## src/rtl/imm_gen_pipe.sv

```systemverilog
// Registered immediate generator with a 2-entry skid buffer between fetch and execute.
// Decoded {Imm, tag, illegal} is captured at push; flush empties the buffer synchronously.
module imm_gen_pipe #(
   parameter int XLEN  = 32,
   parameter int TAG_W = 5
) (
   input  logic             clk,
   input  logic             rst_n,
   input  logic             flush,
   input  logic             in_valid,
   output logic             in_ready,
   input  logic [31:0]      instr,
   input  logic [2:0]       immSrc,
   input  logic [TAG_W-1:0] in_tag,
   output logic             out_valid,
   input  logic             out_ready,
   output logic [XLEN-1:0]  Imm,
   output logic [TAG_W-1:0] out_tag,
   output logic             illegal
);

   // state   | meaning
   // S_EMPTY | no entry held; head registers are stale
   // S_ONE   | head valid and presented; skid empty
   // S_FULL  | head presented, skid holds the next entry; in_ready low
   typedef enum logic [1:0] {S_EMPTY, S_ONE, S_FULL} state_t;

   if (!(XLEN == 32 || XLEN == 64)) begin : g_bad_xlen
      $fatal(1, "imm_gen_pipe: XLEN must be 32 or 64");
   end

   state_t           r_state, w_state_nxt;
   logic [XLEN-1:0]  r_head_imm, r_skid_imm, w_imm;
   logic [TAG_W-1:0] r_head_tag, r_skid_tag;
   logic             r_head_ill, r_skid_ill, w_ill;
   logic [31:0]      w_val32;
   logic             w_push, w_pop;
   logic             w_load_head_in, w_load_head_skid, w_load_skid;
   logic             w_unused_opcode;

   assign w_unused_opcode = &{1'b0, instr[6:0]};

   // Every format fits in 32 bits; a signed size cast then extends to XLEN.
   always_comb begin
      w_val32 = 32'b0;
      w_ill   = 1'b0;
      case (immSrc)
         3'b000:  w_val32 = {{20{instr[31]}}, instr[31:20]};
         3'b001:  w_val32 = {{20{instr[31]}}, instr[31:25], instr[11:7]};
         3'b010:  w_val32 = {{19{instr[31]}}, instr[31], instr[7], instr[30:25], instr[11:8], 1'b0};
         3'b011:  w_val32 = {{11{instr[31]}}, instr[31], instr[19:12], instr[20], instr[30:21], 1'b0};
         3'b100:  w_val32 = {instr[31:12], 12'b0};
         3'b101:  w_val32 = {27'b0, instr[19:15]};
         3'b110:  w_val32 = (XLEN == 64) ? {26'b0, instr[25:20]} : {27'b0, instr[24:20]};
         default: w_ill   = 1'b1;
      endcase
      w_imm = XLEN'($signed(w_val32));
   end

   assign in_ready  = (r_state != S_FULL);
   assign out_valid = (r_state != S_EMPTY);
   assign w_push    = in_valid & in_ready;
   assign w_pop     = out_valid & out_ready;

   always_comb begin
      w_state_nxt      = r_state;
      w_load_head_in   = 1'b0;
      w_load_head_skid = 1'b0;
      w_load_skid      = 1'b0;
      case (r_state)
         S_EMPTY: begin
            if (w_push) begin
               w_state_nxt    = S_ONE;
               w_load_head_in = 1'b1;
            end
         end
         S_ONE: begin
            if (w_push && w_pop) begin
               w_load_head_in = 1'b1;
            end else if (w_push) begin
               w_state_nxt = S_FULL;
               w_load_skid = 1'b1;
            end else if (w_pop) begin
               w_state_nxt = S_EMPTY;
            end
         end
         S_FULL: begin
            if (w_pop) begin
               w_state_nxt      = S_ONE;
               w_load_head_skid = 1'b1;
            end
         end
         default: w_state_nxt = S_EMPTY;
      endcase
      if (flush) begin
         w_state_nxt      = S_EMPTY;
         w_load_head_in   = 1'b0;
         w_load_head_skid = 1'b0;
         w_load_skid      = 1'b0;
      end
   end

   always_ff @(posedge clk or negedge rst_n) begin
      if (!rst_n) begin
         r_state <= S_EMPTY;
      end else begin
         r_state <= w_state_nxt;
      end
   end

   always_ff @(posedge clk or negedge rst_n) begin
      if (!rst_n) begin
         r_head_imm <= '0;
         r_head_tag <= '0;
         r_head_ill <= 1'b0;
         r_skid_imm <= '0;
         r_skid_tag <= '0;
         r_skid_ill <= 1'b0;
      end else begin
         if (w_load_head_in) begin
            r_head_imm <= w_imm;
            r_head_tag <= in_tag;
            r_head_ill <= w_ill;
         end else if (w_load_head_skid) begin
            r_head_imm <= r_skid_imm;
            r_head_tag <= r_skid_tag;
            r_head_ill <= r_skid_ill;
         end
         if (w_load_skid) begin
            r_skid_imm <= w_imm;
            r_skid_tag <= in_tag;
            r_skid_ill <= w_ill;
         end
      end
   end

   assign Imm     = r_head_imm;
   assign out_tag = r_head_tag;
   assign illegal = r_head_ill;

endmodule

```

## config.mk

```make
export PLATFORM = sky130hd
export DESIGN_NAME = imm_gen_pipe
export DESIGN_NICKNAME = d
export VERILOG_FILES = /design/src/rtl/imm_gen_pipe.sv
export SDC_FILE = /design/constraint.sdc
export NUM_CORES = 1
export LEC_CHECK = 0
export BUFFER_PORTS_ARGS = -buffer_cell sky130_fd_sc_hd__buf_2
export CORE_UTILIZATION = 54
export DETAILED_ROUTE_END_ITERATION = 10
export GPL_TIMING_DRIVEN = 0
export PLACE_DENSITY = 0.79
export SYNTH_ARGS = -nofsm -noshare
export SYNTH_HDL_FRONTEND = slang
export SYNTH_SLANG_ARGS = --single-unit
```

## constraint.sdc

```tcl
create_clock -name clk -period 2.2 [get_ports clk]
set_input_delay 0.11 -clock clk [delete_from_list [all_inputs] [get_ports clk]]
set_output_delay 0.11 -clock clk [all_outputs]
set_load 0.02 [all_outputs]
```

==> impl_metrics.ini, run 1 <==
[place]
dp_hpwl_mm = 6.57
place_congestion = 0.877
place_inst = 535
io_buffers = 77
dp_slack_ns = 0.415

[synth]
yosysWarnings = 0
synth_cell_types = 38
syn_nets = 406
seq_area_frac_synth_pct = 50.4
syn_avg_cell_area_um2 = 10.7
synth-seq-cells = 78
synthCells = 361
synthesis.area_um2 = 3870

[timing]
slew_headroom_pct = 53.9
rsz0062_at_grt = no
hold_violations = 1
fin_ws_ns = 0.350
tightest_slew_ns = 0.691
whs_ns = -0.000327
fin_crit_ns = 1.85
slew_viol_final = 0
fin_crit_sh_pct = 84.1
finalSetupTns_ns = 0
fmax_ghz = 0.541
clock_skew_ns = 0.00856
finalSetupViolations = 0

[grt]
antenna_found_initial = 0
overflow = 0
grt_pass1_wl_mm = 14.7
track_usage_pct = 25.8
grt_max_degree = 50
grt_pass1_vias = 2996

[flow_run]
cap_viol_max_count = 0

[route]
first_pass_iters = 4
vias_per_cell = 5.56
drc_errors = 0
dr_total_vias = 3087
drt_iter0_markers = 154
ant_nets = 0
wire_per_inst_um = 16.6
wl_mm = 9.22

[finish]
ff_latch_area_um2 = 1950
fin_nets = 502
fillers = 559
drive_above_1_share_pct = 25.3
multiInputGateArea_um2 = 1760
num_antenna_cells = 0
instances_no_fill = 555
syn_to_final_growth_pct = 20.2

[pwr]
comb_power_share_pct = 24.4
p_seq_share_pct = 48.9
switching_share_pct = 31.1
p_sw_mw = 1.21
internal_power_mw = 2.68
p_per_area_nw_per_um2 = 834
clkPwrFrac_pct = 26.6
vdd_drop_max_mv = 0.641
cellLeakagePower_nw = 2.18
power_mw = 3.89

[outcome]
status = complete, but fails checks
failed_checks = negative hold slack

[die]
pin_count = 85
fp-row-count = 30
chipWidth_um = 86.7
initial_core_util_pct = 56.4
core_um2 = 6870
dieHeight_um = 86.7
die_area_um2 = 7520

[clock_network]
cts_tree = yes
clk_latency_ns = 0.35
clock_path_buffers = 2
clk_pin_slew_ns = 0.07
root_buffer = clkbuf_8
cts.htree.levels = 3
cts.sinks = 78
ctsResizeCount = 0
numCtsBuffers = 9

[critical_path]
critPathKind = in2reg
crit_path_end = Imm[31]
path_max_fanout = 10
critPathLaunchType = primary input
critical_path_required_ns = 2.40
reg2reg_depth = 6
crit_start = out_ready
arrival_ns = 2.05
r2r_end = r_skid_imm[4]
worstReg2RegStart = r_state[1]
end_kind = register
regToRegSetupSlack_ns = 0.40

[min_path]
hold_class = in2reg
[worst min path at each step]
stage	start	to	slack (ns)	cells past startpoint
3_5_place_dp	rst_n	r_skid_imm[13]	0.07	1
3_3_place_gp	out_ready	r_state[1]	0.32	2
5_1_grt	in_tag[0]	r_skid_tag[0]	0.02	2
6_report	in_tag[0]	r_skid_tag[0]	-0.0003	2
2_1_floorplan	rst_n	Imm[0]	-0.19	0
4_1_cts	in_tag[0]	r_skid_tag[0]	0.001	2
[flip-flops by register name, summed over array words and instances (netlist names)]
register / cells
Imm: 32
illegal: 1
out_tag: 5
r_skid_ill: 1
r_skid_imm: 32
r_skid_tag: 5
r_state: 2
[synthesized netlist by cell type]
cell        n  area, um2
o32ai_1     4       35.0
o22a_1      1       8.76
o31ai_1     1       7.51
a31oi_1     1       6.26
a22oi_1     1       7.51
o21bai_1    1       7.51
o21a_1      1       7.51
nor2_1     16       60.1
nand4_1     7       43.8
xor2_1      1       8.76
mux2_4     10        150
nor2b_2     1       8.76
inv_2       1       3.75
or3b_1      3       26.3
nand4bb_1   4       45.0
mux2_1      7       78.8
dfrtp_1    78       1950
nand4b_1    8       70.1
buf_1       3       11.3
buf_6       3       33.8
nor3b_1     1       7.51
or2_2       1       6.26
nand3b_1    1       7.51
buf_4       1       7.51
a211oi_1    2       15.0
inv_1       4       15.0
nor2b_1     1       6.26
nor3_1      1       5.00
nand2b_1    3       18.8
o21ai_0     1       5.00
a21oi_1    44        220
nor3b_2     1       12.5
or4bb_1     3       33.8
mux2i_1    57        571
buf_2       8       40.0
nand2_1    41        154
o21ai_1    25        125
clkbuf_1   14       52.6
[logic make-up (layout without fill, tap and decap cells)]
logic type | after synthesis | in the layout | synth area share [%]
mux | 74 | 74 | 20.6
compound gates | 82 | 82 | 11.5
xor+xnor | 1 | 1 | 0.226
simple gates | 92 | 92 | 13.0
buf+inv | 34 | 132 | 4.23
flops | 78 | 78 | 50.4
[power groups by stage]
stage | Sequential, mW | Combinational (mW) | Clock, mW
floorplan | 2.06 | 0.451 | 0
detailed placement | 1.93 | 0.946 | 0
CTS | 1.90 | 0.957 | 1.04
global route | 1.93 | 1.04 | 1.10
global placement | 1.91 | 0.906 | 0
finish | 1.90 | 0.949 | 1.03
[layout make-up]
class	count	share of cell area (%)
plain buffers	29	3.12
clock buffers	11	3.04
clock inverters	2	0.752
inverters	5	0.403
multi-input cells	249	37.8
flip-flops and latches	78	41.9
well taps	96	2.58
repair buffers	85	10.4
[critical path, cell delays in order]
cell and delay, ns:
dlygate4sd3_1 0.54, buf_2 0.15, nand2b_1 0.18, nand3b_1 0.19
buf_2 0.28, buf_1 0.45, a21oi_1 0.15
[per-layer routing]
layer | wire length (um) | track usage, % | vias up
li1 | - | - | 1483
met1 | 4410 | 35.0 | 1529
met2 | 4370 | 42.0 | 68
met3 | 356 | 5.24 | 7
met4 | 95 | 7.88 | 0
met5 | 0 | 0 | -
[placed cells by master, fill, tap and decap left out, types with 8 or more instances in the layout]
master / count
clkbuf_1: 15
nor2_1: 16
o21ai_1: 25
mux2i_1: 57
mux2_4: 10
buf_2: 84
dfrtp_1: 78
a21oi_1: 44
nand4b_1: 8
nand2_1: 41
clkbuf_8: 10
[stage by stage]
step | instance area, um2 | util (%)
after CTS | 4660 | 67.8
final | 4660 | 67.8
after global placement | 4380 | 63.8
after floorplan | 3870 | -
after detailed placement | 4410 | 64.2
after global routing | 4660 | 67.8
[timing repair]
action / in CTS / in global routing
hold buffers: 7 / 0
hold endpoints to repair: 34 / 0
setup buffers: 0 / 0
Note: power is estimated with default switching activity, not from simulation.
==> inputs of run 2 (changes only) <==
- ABC_AREA: not set -> 1
- CORE_UTILIZATION: 54 -> 49
- PLACE_DENSITY: 0.79 -> 0.76
- clock period: 2.2 -> 1.7 ns (I/O delays scaled with it)
==> run 2 against run 1 <==
The flow now finishes without violations. Critical path type is now reg2reg. Synthesized cell count grew 35%. Highest routed layer unchanged. Hold slack gained 0.012 ns. Clock skew grew 0.0016 ns. Largest power group unchanged. Global-route usage increased by 0.85 points. Die area rose by 5.8%. Sequential share of layout area increased by 1.7 points. Critical endpoint is now Imm[15].
==> impl_metrics.ini, run 2 <==
[place]
dp_hpwl_mm = 7.00
place_congestion = 0.924
io_buffers = 77
place_area_um2 = 4260

[timing]
finalSetupViolations = 0
slew_headroom_pct = 67.3
fmax_ghz = 0.625
fin_crit_ns = 1.60
finalSetupTns_ns = 0
slew_viol_final = 0
fin_crit_sh_pct = 94.1
rsz0062_at_grt = yes
tightest_slew_ns = 0.486
hold_violations = 0
clock_skew_ns = 0.0101

[route]
wire_per_inst_um = 14.7
dr_total_vias = 3621
ant_nets = 0
drc_errors = 0
wl_mm = 9.99
drt_iter0_markers = 341
first_pass_iters = 7
vias_per_cell = 5.33
top_layer_used = met4
wl_met1_mm = 4.29
wl_met2_mm = 4.59
met3_wirelength_um = 797

[critical_path]
worstReg2RegStart = r_state[1]
r2r_end = Imm[15]
arrival_ns = 1.83
end_kind = register
crit_start = r_state[1]
critPathLaunchType = register
critical_path_required_ns = 1.93
path_max_fanout = 10
reg2reg_depth = 6
critPathKind = reg2reg
regToRegSetupSlack_ns = 0.10

[clock_network]
root_buffer = clkbuf_8
numCtsBuffers = 9
post_cts_buffers = 0
cts.htree.levels = 3
cts.sinks = 78
clock_path_buffers = 2
clk_pin_slew_ns = 0.08
cts_tree = yes
clk_latency_ns = 0.35

[synth]
yosysMostFrequentCell = nand2_1
synth-edff-count = 0
syn_nets = 531
async_flop_share_pct = 100
seq_area_frac_synth_pct = 52.4
yosysWarnings = 0
synth_area_leader_cell = dfrtp_1
synth_top_area_share_pct = 52.4
synth-seq-cells = 78
synth_ff_type = dfrtp_1
synthCells = 486
synthesis.area_um2 = 3720
synth.top_cells.by_count = nand2_1 (226), dfrtp_1 (78), nand3_1 (77), o21ai_0 (21), inv_1 (19)
netlist_top_cells_area = dfrtp_1 (52%), nand2_1 (23%), nand3_1 (10%), o21ai_0 (2.8%), inv_1 (1.9%)
synth_cell_types = 19
syn_avg_cell_area_um2 = 7.66

[pwr]
cellLeakagePower_nw = 2.47
vdd_drop_max_mv = 0.525
p_per_area_nw_per_um2 = 1210

[finish]
num_antenna_cells = 0
fin_nets = 621
drive_above_1_share_pct = 21.0
stdcell_area_um2 = 4470
ff_latch_area_um2 = 1950
syn_to_final_growth_pct = 20.1
fillers = 711
final_cell_mix = nand2_1 (225), buf_2 (88), dfrtp_1 (78), nand3_1 (77), o21ai_0 (21)
final_common_cell = nand2_1
multiInputGateArea_um2 = 1550

[min_path]
min_path_cells = 3
hold_class = in2reg
hold_end = r_skid_tag[4]
hp-start = in_tag[4]

[die]
chipWidth_um = 89.2
fp-row-count = 31
pin_count = 85
initial_core_util_pct = 51.1
core_um2 = 7290
dieHeight_um = 89.2
die_area_um2 = 7950

[grt]
grt_pass1_wl_mm = 15.7
overflow = 0
grt_pass1_vias = 3253
track_usage_pct = 26.7
antenna_found_initial = 0
grt_max_degree = 56

[outcome]
status = completed

[flow_run]
cap_viol_max_count = 0
run 2: layout make-up:
| type | instances | area share, % |
|---|---|---|
| clock inverters | 4 | 0.504 |
| repair buffers | 79 | 9.51 |
| inverters | 22 | 1.85 |
| well taps | 99 | 2.77 |
| plain buffers | 26 | 3.64 |
| flip-flops and latches | 78 | 43.6 |
| clock buffers | 11 | 3.39 |
| multi-input cells | 360 | 34.7 |
run 2: how the worst max path moves through the flow:
stage	to	slack (ns)
final	Imm[15]	0.10
after detailed placement	Imm[15]	-0.04
after CTS	Imm[19]	0.06
after global routing	Imm[9]	-0.01
after global placement	Imm[15]	-0.01
after floorplan	r_skid_imm[11]	0.33
run 2: repair_timing:
action                                  in CTS  in global routing
resized for setup                            2                  7
endpoints found under the hold margin       65                  0
pin swaps                                    0                  1
endpoints found under the setup margin      10                 36
hold buffers                                 1                  0
run 2: where the power goes:
| part | total [mW] | switching, mW | internal, mW | leakage, nW |
|---|---|---|---|---|
| clock network | 1.26 | 0.667 | 0.595 | 0.0910 |
| logic | 1.47 | 0.948 | 0.520 | 1.38 |
| registers | 2.69 | 0.294 | 2.40 | 1.00 |
run 2: critical path: stages, from the launching register on:
cell and delay (ns):
dfrtp_1 0.43, nor2_2 0.19, nand3_1 0.20, buf_2 0.24, buf_2 0.22, nand3_1 0.12, nand3_1 0.09
run 2: per-layer routing:
| layer | vias up | GRT usage [%] |
|---|---|---|
| met1 | 1689 | 36.8 |
| met2 | 172 | 41.6 |
| met4 | 0 | 12.1 |
| li1 | 1733 | - |
| met5 | - | 0 |
| met3 | 27 | 4.25 |
run 2: cell families (layout without fill, tap and decap cells):
kind of cell | after synthesis | after routing | share of synthesized area [%]
DFF | 78 | 78 | 52.4
and+or+nand+nor | 325 | 325 | 36.0
buffers and inverters | 48 | 142 | 6.38
AOI/OAI and AO/OA | 35 | 35 | 5.24
run 2: stage by stage:
stage          utilization [%]  std cells  hold WS [ns]  worst slack (ns)  total power, mW
6_report                  61.3        679        0.0112             0.100             5.42
5_1_grt                   61.3        679        0.0167           -0.0145             5.74
4_1_cts                   61.1        679       0.00695            0.0628             5.43
3_5_place_dp              58.5        663       0.00870           -0.0401             4.18
3_3_place_gp              58.1        662         0.371           -0.0101             4.10
2_1_floorplan                -        486        -0.211             0.332             3.62
==> inputs of run 3 (changes only) <==
- ABC_AREA: 1 -> 0
==> run 3 against run 2 <==
Maximum frequency is 4.7% lower. Via count fell by 12%. Clock power hardly changed. Highest routed layer unchanged. Sequential cell count stayed put. Largest cell class unchanged. Final area grew 8.2%.
==> impl_metrics.ini, run 3 (synthesis results as in run 1) <==
[clock_network]
clk_pin_slew_ns = 0.08
cts.htree.levels = 3
root_buffer = clkbuf_8
numCtsBuffers = 9
clock_path_buffers = 2
cts.sinks = 78
clk_latency_ns = 0.35
cts_tree = yes

[timing]
fin_crit_ns = 1.68
fmax_ghz = 0.595
rsz0062_at_grt = yes
finalSetupViolations = 0
slew_headroom_pct = 62.6
fin_crit_sh_pct = 98.8
slew_viol_final = 0
fin_ws_ns = 0.0205
hold_violations = 0
clock_skew_ns = 0.0154
tightest_slew_ns = 0.561

[die]
dieHeight_um = 90.9
chipWidth_um = 90.9
initial_core_util_pct = 50.4
die_area_um2 = 8270
core_um2 = 7690
fp-row-count = 32
pin_count = 85

[place]
dp_slack_ns = -0.104
dp_hpwl_mm = 6.65
io_buffers = 77
place_congestion = 0.826

[min_path]
hp-start = instr[29]
hold_class = in2reg

[pwr]
vdd_drop_max_mv = 0.632
cellLeakagePower_nw = 2.29
p_per_area_nw_per_um2 = 1030

[critical_path]
r2r_end = r_skid_imm[13]
worstReg2RegStart = r_state[1]
regToRegSetupSlack_ns = 0.02
path_cells = nor2b_4 -> or3b_1 -> buf_6 -> clkbuf_16 -> mux2_4
arrival_ns = 1.91
crit_start = r_state[1]
crit_slowest_cell = dfrtp_1
path_max_fanout = 9
critPathTopFamily = simple AND/OR/NAND/NOR gates
crit_path_end = r_skid_imm[13]
path_buf_inv = 2
end_kind = register
critPathKind = reg2reg
critical_path_required_ns = 1.93
path_depth = 5
cp_slowest_stage_delay_ns = 0.43
reg2reg_depth = 5
critPathLaunchType = register

[route]
wire_per_inst_um = 16.4
drt_iter0_markers = 166
dr_total_vias = 3180
drc_errors = 0
vias_per_cell = 5.51
wl_mm = 9.49
first_pass_iters = 4
ant_nets = 0

[finish]
fin_nets = 515
num_antenna_cells = 0
drive_above_1_share_pct = 27.8
final_cell_mix = buf_2 (84), dfrtp_1 (78), mux2i_1 (57), a21oi_1 (44), nand2_1 (41)
final_common_cell = buf_2
fillers = 645
fin_util_pct = 63.0
syn_to_final_growth_pct = 24.9

[outcome]
status = completed

[grt]
antenna_found_initial = 0
grt_max_degree = 63
grt_pass1_wl_mm = 15.4
overflow = 0
track_usage_pct = 23.9
grt_pass1_vias = 3136

[flow_run]
cap_viol_max_count = 0
run 3: changes by cell type in the layout (fill, tap and decap cells not counted), sizes merged, moves of 10 or more:
cell         previous run  this run
clkbuf                 18        28
nand2                 226        41
nand3                  78         0
mux2                    0        17
dlygate4sd3             1        13
mux2i                   0        57
a21oi                   6        44
inv                    22         5
run 3: worst reg2reg max path: stages, from the launching register on:
cell and delay (ns):
dfrtp_1 0.43, nor2b_4 0.15, or3b_1 0.37, buf_6 0.16, clkbuf_16 0.16, mux2_4 0.29
run 3: stage by stage:
stage	hold slack, ns	setup TNS, ns	area, um2	std cells	total power [mW]
6_report	0.0115	0	4840	577	4.97
5_1_grt	0.0168	-0.626	4840	577	5.23
4_1_cts	0.00109	0	4780	575	4.99
3_5_place_dp	-0.0258	-2.47	4420	541	3.72
3_3_place_gp	0.289	-0.841	4390	540	3.65
2_1_floorplan	-0.211	0	3870	361	3.25
run 3: repair_timing:
item	in CTS	in global routing
setup endpoints to repair	62	67
hold buffers	13	0
pin swaps	0	1
setup buffers	5	1
gates cloned	0	1
resized for setup	7	15
endpoints found under the hold margin	89	0
run 3: worst min-delay path by stage:
stage                     slack, ns       endpoint  cells past startpoint
after floorplan               -0.21         Imm[0]                      0
after global placement         0.29     r_state[1]                      2
after detailed placement      -0.03     r_state[1]                      1
after CTS                     0.001  r_skid_imm[9]                      3
after global routing           0.02  r_skid_imm[7]                      3
final                          0.01  r_skid_imm[9]                      3
run 3: cell type report:
class / count / area, um2 / share of cell area, %
Clock inverter: 3 / 18.8 / 0.388
Multi-Input combinational cell: 249 / 1770 / 36.5
Buffer: 29 / 180 / 3.72
Clock buffer: 13 / 159 / 3.28
Timing Repair Buffer: 98 / 616 / 12.7
Inverter: 5 / 18.8 / 0.388
Sequential cell: 78 / 1950 / 40.3
Tap cell: 102 / 128 / 2.64
run 3: power by group:
group	switching, mW	total [mW]	internal [mW]
clock	0.633	1.24	0.609
sequential	0.222	2.47	2.24
combinational	0.706	1.26	0.553
total	1.56	4.97	3.41
run 3: layer usage:
metal  GRT usage [%]  vias to the layer above  part of all wire (%)  wire (um)
met5               0                        -                     0          0
met4            7.94                        0                   1.0         98
met3            5.22                       11                   4.3        411
met2            38.0                       83                    49       4610
met1            32.7                     1575                    46       4370
li1                -                     1511                     -          -
